[config.mk]
export PLATFORM = sky130hd
export DESIGN_NAME = lsu_ctrl
export DESIGN_NICKNAME = d
export VERILOG_FILES = /design/src/rtl/lsu_ctrl_pkg.sv /design/src/rtl/lsu_ctrl_align.sv /design/src/rtl/lsu_ctrl.sv
export SDC_FILE = /design/constraint.sdc
export NUM_CORES = 1
export LEC_CHECK = 0
export BUFFER_PORTS_ARGS = -buffer_cell sky130_fd_sc_hd__buf_2
export CAP_MARGIN = 0
export CORE_ASPECT_RATIO = 0.6
export CORE_MARGIN = 8
export CORE_UTILIZATION = 50
export DETAILED_ROUTE_END_ITERATION = 12
export PLACE_DENSITY_LB_ADDON = 0.3
export SYNTH_ARGS = -nofsm -noshare
export SYNTH_HDL_FRONTEND = slang
export SYNTH_SLANG_ARGS = --single-unit
[constraint.sdc]
create_clock -name clk -period 3 [get_ports clk]
set_clock_uncertainty 0.1 [all_clocks]
set_input_delay 0 -clock clk [delete_from_list [all_inputs] [get_ports clk]]
set_output_delay 0 -clock clk [all_outputs]
set_load 0.02 [all_outputs]
[src/rtl/lsu_ctrl_pkg.sv]
// Shared encodings for the load/store controller: size codes, fault causes, FSM states,
// bus request and register write-enable levels, plus the alignment rule.
package lsu_ctrl_pkg;

    localparam logic [1:0] SZ_B = 2'd0;
    localparam logic [1:0] SZ_H = 2'd1;
    localparam logic [1:0] SZ_W = 2'd2;
    localparam logic [1:0] SZ_D = 2'd3;

    typedef enum logic [1:0] {
        CAUSE_NONE     = 2'd0,
        CAUSE_MISALIGN = 2'd1,
        CAUSE_BUSERR   = 2'd2,
        CAUSE_TIMEOUT  = 2'd3
    } cause_e;

    typedef enum logic [1:0] {
        S_IDLE = 2'd0,
        S_REQ  = 2'd1,
        S_WAIT = 2'd2,
        S_RESP = 2'd3
    } state_e;

    localparam logic RIB_REQ      = 1'b1;
    localparam logic RIB_NREQ     = 1'b0;
    localparam logic WriteEnable  = 1'b1;
    localparam logic WriteDisable = 1'b0;

    // The byte offset must be a multiple of the access size in bytes.
    function automatic logic misaligned(input logic [1:0] size, input logic [2:0] alow);
        case (size)
            SZ_H:    return alow[0];
            SZ_W:    return |alow[1:0];
            SZ_D:    return |alow;
            default: return 1'b0;
        endcase
    endfunction

endpackage

[src/rtl/lsu_ctrl_align.sv]
// Lane steering shared by both directions: byte enables, replicated store data and
// sign/zero-extended load data. Purely combinational, no backpressure.
module lsu_align
    import lsu_ctrl_pkg::*;
#(
    parameter int DATA_W = 32,
    localparam int NB    = DATA_W / 8,
    localparam int OFF_W = $clog2(NB)
) (
    input  logic [1:0]        size_i,
    input  logic              unsigned_i,
    input  logic [OFF_W-1:0]  offset_i,
    input  logic [DATA_W-1:0] rdata_i,
    input  logic [DATA_W-1:0] wdata_i,
    output logic [NB-1:0]     be_o,
    output logic [DATA_W-1:0] wdata_o,
    output logic [DATA_W-1:0] ldata_o
);

    logic [NB-1:0]     lane_m;
    logic [DATA_W-1:0] data_m;
    logic [DATA_W-1:0] shifted;
    logic              sgn;

    assign shifted = rdata_i >> {offset_i, 3'b000};

    always_comb begin
        lane_m  = '1;
        data_m  = '1;
        sgn     = shifted[DATA_W-1];
        wdata_o = wdata_i;
        case (size_i)
            SZ_B: begin
                lane_m  = NB'(1);
                data_m  = DATA_W'(64'hFF);
                sgn     = shifted[7];
                wdata_o = {NB{wdata_i[7:0]}};
            end
            SZ_H: begin
                lane_m  = NB'(3);
                data_m  = DATA_W'(64'hFFFF);
                sgn     = shifted[15];
                wdata_o = {(NB/2){wdata_i[15:0]}};
            end
            SZ_W: begin
                lane_m  = NB'(15);
                data_m  = DATA_W'(64'hFFFF_FFFF);
                sgn     = shifted[31];
                wdata_o = {(NB/4){wdata_i[31:0]}};
            end
            default: ;
        endcase
    end

    assign be_o    = lane_m << offset_i;
    assign ldata_o = (shifted & data_m) | ((sgn && !unsigned_i) ? ~data_m : '0);

endmodule

[src/rtl/lsu_ctrl.sv]
// Single-outstanding load/store FSM on the RIB bus; best case accept->wb_valid is 3 cycles
// (1 for a misaligned access). req_ready_o only in IDLE, stall_o holds the pipeline otherwise.
module lsu_ctrl
    import lsu_ctrl_pkg::*;
#(
    parameter int DATA_W  = 32,
    parameter int ADDR_W  = 32,
    parameter int TIMEOUT = 255,
    localparam int NB     = DATA_W / 8
) (
    input  logic              clk,
    input  logic              rst,
    input  logic              req_valid_i,
    output logic              req_ready_o,
    input  logic              req_we_i,
    input  logic [1:0]        req_size_i,
    input  logic              req_unsigned_i,
    input  logic [ADDR_W-1:0] req_addr_i,
    input  logic [DATA_W-1:0] req_wdata_i,
    input  logic [4:0]        req_rd_i,
    output logic              mem_req_o,
    output logic              mem_we_o,
    output logic [ADDR_W-1:0] mem_addr_o,
    output logic [NB-1:0]     mem_be_o,
    output logic [DATA_W-1:0] mem_wdata_o,
    input  logic              mem_gnt_i,
    input  logic              mem_rvalid_i,
    input  logic [DATA_W-1:0] mem_rdata_i,
    input  logic              mem_err_i,
    output logic              wb_valid_o,
    output logic              wb_we_o,
    output logic [4:0]        wb_waddr_o,
    output logic [DATA_W-1:0] wb_wdata_o,
    output logic              stall_o,
    output logic              exc_o,
    output logic [1:0]        exc_cause_o
);

    localparam int OFF_W    = $clog2(NB);
    localparam int CNT_W    = (TIMEOUT < 2) ? 1 : $clog2(TIMEOUT);
    localparam int TMO_LAST = (TIMEOUT == 0) ? 0 : TIMEOUT - 1;

    state_e            state_q;
    logic              mem_req_q;
    logic [CNT_W-1:0]  cnt_q;
    logic              we_q, uns_q;
    logic [1:0]        size_q;
    logic [ADDR_W-1:0] addr_q;
    logic [DATA_W-1:0] wdata_q;
    logic [4:0]        rd_q;
    logic              wb_valid_q, wb_we_q, exc_q;
    logic [4:0]        wb_waddr_q;
    logic [DATA_W-1:0] wb_wdata_q;
    cause_e            exc_cause_q;

    logic              bad_acc, tmo_hit, fin_d, wb_we_d;
    cause_e            cause_d;
    logic [4:0]        waddr_d;
    logic [NB-1:0]     be;
    logic [DATA_W-1:0] ld_data;

    lsu_align #(.DATA_W(DATA_W)) u_align (
        .size_i     (size_q),
        .unsigned_i (uns_q),
        .offset_i   (addr_q[OFF_W-1:0]),
        .rdata_i    (mem_rdata_i),
        .wdata_i    (wdata_q),
        .be_o       (be),
        .wdata_o    (mem_wdata_o),
        .ldata_o    (ld_data)
    );

    assign bad_acc = misaligned(req_size_i, req_addr_i[2:0]) || (DATA_W == 32 && req_size_i == SZ_D);
    assign tmo_hit = (TIMEOUT != 0) && (cnt_q == CNT_W'(TMO_LAST));

    // Decide in the current cycle whether the access completes, and why.
    always_comb begin
        fin_d   = 1'b0;
        cause_d = CAUSE_NONE;
        case (state_q)
            S_IDLE: if (req_valid_i && bad_acc) begin
                fin_d   = 1'b1;
                cause_d = CAUSE_MISALIGN;
            end
            S_REQ: if (!mem_gnt_i && tmo_hit) begin
                fin_d   = 1'b1;
                cause_d = CAUSE_TIMEOUT;
            end
            S_WAIT: if (mem_rvalid_i) begin
                fin_d   = 1'b1;
                cause_d = mem_err_i ? CAUSE_BUSERR : CAUSE_NONE;
            end else if (tmo_hit) begin
                fin_d   = 1'b1;
                cause_d = CAUSE_TIMEOUT;
            end
            default: ;
        endcase
    end

    assign wb_we_d = fin_d && (cause_d == CAUSE_NONE) && (we_q == WriteDisable) && (rd_q != 5'd0);
    assign waddr_d = (state_q == S_IDLE) ? req_rd_i : rd_q;

    always_ff @(posedge clk or negedge rst) begin
        if (!rst) begin
            state_q     <= S_IDLE;
            mem_req_q   <= RIB_NREQ;
            cnt_q       <= '0;
            we_q        <= WriteDisable;
            uns_q       <= 1'b0;
            size_q      <= SZ_B;
            addr_q      <= '0;
            wdata_q     <= '0;
            rd_q        <= '0;
            wb_valid_q  <= 1'b0;
            wb_we_q     <= 1'b0;
            wb_waddr_q  <= '0;
            wb_wdata_q  <= '0;
            exc_q       <= 1'b0;
            exc_cause_q <= CAUSE_NONE;
        end else begin
            wb_valid_q  <= fin_d;
            wb_we_q     <= wb_we_d;
            wb_waddr_q  <= fin_d ? waddr_d : '0;
            wb_wdata_q  <= wb_we_d ? ld_data : '0;
            exc_q       <= fin_d && (cause_d != CAUSE_NONE);
            exc_cause_q <= cause_d;
            case (state_q)
                S_IDLE: if (req_valid_i) begin
                    we_q    <= req_we_i;
                    uns_q   <= req_unsigned_i;
                    size_q  <= req_size_i;
                    addr_q  <= req_addr_i;
                    wdata_q <= req_wdata_i;
                    rd_q    <= req_rd_i;
                    cnt_q   <= '0;
                    if (bad_acc) begin
                        state_q <= S_RESP;
                    end else begin
                        state_q   <= S_REQ;
                        mem_req_q <= RIB_REQ;
                    end
                end
                S_REQ: if (mem_gnt_i) begin
                    state_q   <= S_WAIT;
                    mem_req_q <= RIB_NREQ;
                    cnt_q     <= '0;
                end else if (fin_d) begin
                    state_q   <= S_RESP;
                    mem_req_q <= RIB_NREQ;
                end else begin
                    cnt_q <= cnt_q + CNT_W'(1);
                end
                S_WAIT: if (fin_d) begin
                    state_q <= S_RESP;
                end else begin
                    cnt_q <= cnt_q + CNT_W'(1);
                end
                S_RESP: state_q <= S_IDLE;
                default: state_q <= S_IDLE;
            endcase
        end
    end

    assign req_ready_o = (state_q == S_IDLE);
    assign stall_o     = (state_q == S_REQ) || (state_q == S_WAIT) || (req_valid_i && state_q != S_IDLE);
    assign mem_req_o   = mem_req_q;
    assign mem_we_o    = mem_req_q && we_q;
    assign mem_addr_o  = {addr_q[ADDR_W-1:OFF_W], {OFF_W{1'b0}}};
    assign mem_be_o    = mem_req_q ? be : '0;
    assign wb_valid_o  = wb_valid_q;
    assign wb_we_o     = wb_we_q;
    assign wb_waddr_o  = wb_waddr_q;
    assign wb_wdata_o  = wb_wdata_q;
    assign exc_o       = exc_q;
    assign exc_cause_o = exc_cause_q;

endmodule

==> metrics.yaml <==
logic_synthesis:
  synth_xor_xnor_area_share: 0
  synthSimpleGateAreaFrac: 0.08865
  ys_seq_area_frac: 0.5089
  synth-adder-area-share: 0.01414
  yosysTopAreaCellShare: 0.5089
  ys_warn_count: 0
  yosys_register_bits: 126
  synthCells: 549
  synth_top_area_cell: "dfrtp_1"
  synth_area_leaders: "dfrtp_1, mux2_2, buf_4"
  synthArstFlopShare: 1.000
  synth_edf_count: 0
  synthesis.area_um2: 6196
  synth_compound_area_frac: 0.1082
  yosys.cell_types.count: 47
  synth_flop_cell: "dfrtp_1"
  synth_top_family_by_area: "multiplexers"
  avgSynthCellArea_um2: 11.29
  synth_mux_area_frac: 0.2011
power_and_ir_drop:
  p_sw_uw: 3878
  p_int_uw: 5408
  peakVddDrop_mv: 0.6099
  power_leakage_uw: 0.004341
  power_frac_comb: 0.477
  seqPwrFrac: 0.305
  pwr-share-clk: 0.218
  power.total_uw: 9286
  switching_share: 0.4176
  p_per_area_nw_per_um2: 1052
grt:
  grt_pass1_wl_mm: 30.64
  grt_pass1_vias: 5809
  grtUsageTotal: 0.2341
  grt_remaining_overflow: 0
  grt_max_degree: 71
  antenna_found_initial: 0
clock_network:
  cts_max_level: 4
  post_cts_resized: 0
  cts_buffer_depth: 2
  cts_tree: "yes"
  cts_buffers: 17
  hold_buffers: 108
  cts_sinks: 126
  cts_setup_buffers: 0
  clkSlewWorstSetupHoldPaths_ns: 0.06
  cts_root_buf: "clkbuf_16"
  insertion_delay_ns: 0.40
status:
  status: "finished clean"
timing:
  fin_tns_setup_ns: 0
  hold_viol_final: 0
  fin_hold_ws_ns: 0.03104
  finalCriticalPeriod_ns: 2.474
  worstMarginPinSlew_ns: 0.9524
  setup_viol: 0
  fmax_ghz: 0.4042
  slew_headroom: 0.3651
  fin_crit_sh: 0.8246
  rsz0062_at_grt: "no"
  slew_violations: 0
  setup_slack_ns: 0.5263
die:
  dieArea_um2: 16330
  die_y_um: 102.2
  die_w_um: 159.7
  coreArea_um2: 12060
  rows: 31
  initial_core_util: 0.5136
  ios: 225
route:
  via_per_inst: 5.233
  wl_per_cell_um: 18.63
  vias: 5311
  route.final.wire_length_mm: 18.91
  drc: 0
  drt_iter0_drc: 271
  first_pass_iters: 6
  drtAntennaViolNets: 0
run:
  maxCapViolations: 0
placed_design:
  detailed_place.area_um2: 7157
  place_congestion: 0.8764
  dp_slack_ns: 0.5576
  io_buffers: 222
  hpwlAfterDp_mm: 12.97
setup_path:
  arrival_ns: 2.69
  critPathCaptureType: "register"
  critPathRequiredTime_ns: 3.21
  rrSetupSlack_ns: 0.53
  r2r-start: "state_q[0]"
  startpoint_type: "register"
  worstPathMaxFanout: 11
  path_class: "register to register"
  r2r-end: "wb_wdata_o[14]"
  rr_worst_depth: 7
finish:
  area_growth_pct: 42.43
  postLayoutCellArea_um2: 8825
  nFillCells: 828
  drive_gt1_frac: 0.4165
  final_common_cell: "buf_2"
  mostFrequentLayoutCells: "buf_2, dfrtp_1, dlygate4sd3_1, mux2_2, nand2_1"
  fin_nets: 955
  diodes: 0
worst_hold_path:
  hp-start: "mem_rdata_i[6]"
  holdPathStages: 4
  worstHoldPathType: "input port to register"
  hold_end: "wb_wdata_o[6]"
worst max-delay path by stage:
stage / end / from / slack [ns] / depth (start not counted)
final: wb_wdata_o[14] / state_q[0] / 0.53 / 7
after global routing: cnt_q[5] / state_q[0] / 0.32 / 7
after CTS: wb_wdata_o[14] / state_q[0] / 0.53 / 7
after detailed placement: wb_wdata_o[14] / state_q[0] / 0.56 / 7
after global placement: wb_wdata_o[28] / state_q[0] / 0.66 / 7
after floorplan: cnt_q[0] / state_q[0] / 0.50 / 10
layer usage:
layer,part of all wire,global-route usage,wire length (µm)
met4,0.0065,0.05552,123
met1,0.42,0.2811,7965
met2,0.49,0.3983,9190
met5,0,0,0
met3,0.086,0.08689,1635
synthesized netlist by cell type (2+ instances only):
library cell and count:
dfrtp_1 126, nor2b_1 9, o2bb2ai_1 3, a211oi_1 16, nand3_1 7, a21oi_1 29, buf_4 41, buf_1 2
o21ai_0 15, inv_1 8, nand4_1 3, nor3_1 3, buf_6 3, ha_1 7, nand2b_1 4, clkbuf_1 22
o211ai_1 3, mux2_2 82, o311ai_1 2, o22ai_1 2, nor2_1 35, o31ai_1 4, and2_1 5, o21a_1 11
and3_1 2, a31oi_1 3, buf_2 4, nand2_1 50, mux2i_1 30
sequential cells by signal, summed over array words and instances (netlist names), 2 cells and up:
| name | cells |
|---|---|
| state_q | 2 |
| cnt_q | 8 |
| size_q | 2 |
| addr_q | 32 |
| wb_waddr_o | 5 |
| exc_cause_o | 2 |
| wb_wdata_o | 32 |
| rd_q | 5 |
| wdata_q | 32 |
critical path, cell delays in order, from the launching register on:
cell	delay (ns)
dfrtp_1	0.43
inv_1	0.13
ha_1	0.27
and2_1	0.22
o211ai_1	0.10
a2111o_1	0.60
nand2b_1	0.36
a21oi_1	0.20
cell families after synthesis:
kind of cell             Yosys count
flip-flops                       126
multiplexers                     113
buffers and inverters             81
adder cells (fa/ha/maj)            7
AO/OA/AOI/OAI                     98
AND/OR/NAND/NOR                  123
other                              1
power groups by stage:
stage	Sequential [µW]	Clock, µW	Combinational [µW]
floorplan	2750	0	3310
global placement	2800	0	4160
detailed placement	2860	0	4240
CTS	2830	2060	4410
global route	2930	2150	4770
finish	2830	2030	4430
per-stage QoR:
| stage | util | instances |
|---|---|---|
| 4_1_cts | 0.7316 | 1015 |
| 3_3_place_gp | 0.5933 | 875 |
| 6_report | 0.7316 | 1015 |
| 2_1_floorplan | - | 550 |
| 5_1_grt | 0.7316 | 1015 |
| 3_5_place_dp | 0.5933 | 875 |
cell type report:
| cell class | count | area [µm²] | share of cell area |
|---|---|---|---|
| Sequential cell | 126 | 3154 | 0.3574 |
| Clock inverter | 15 | 161.4 | 0.01829 |
| Clock buffer | 17 | 425.4 | 0.04821 |
| Multi-Input combinational cell | 343 | 2561 | 0.2902 |
| Timing Repair Buffer | 340 | 2282 | 0.2586 |
| Tap cell | 165 | 206.4 | 0.02339 |
| Inverter | 9 | 33.78 | 0.003828 |
(Power assumes the default switching activity.)
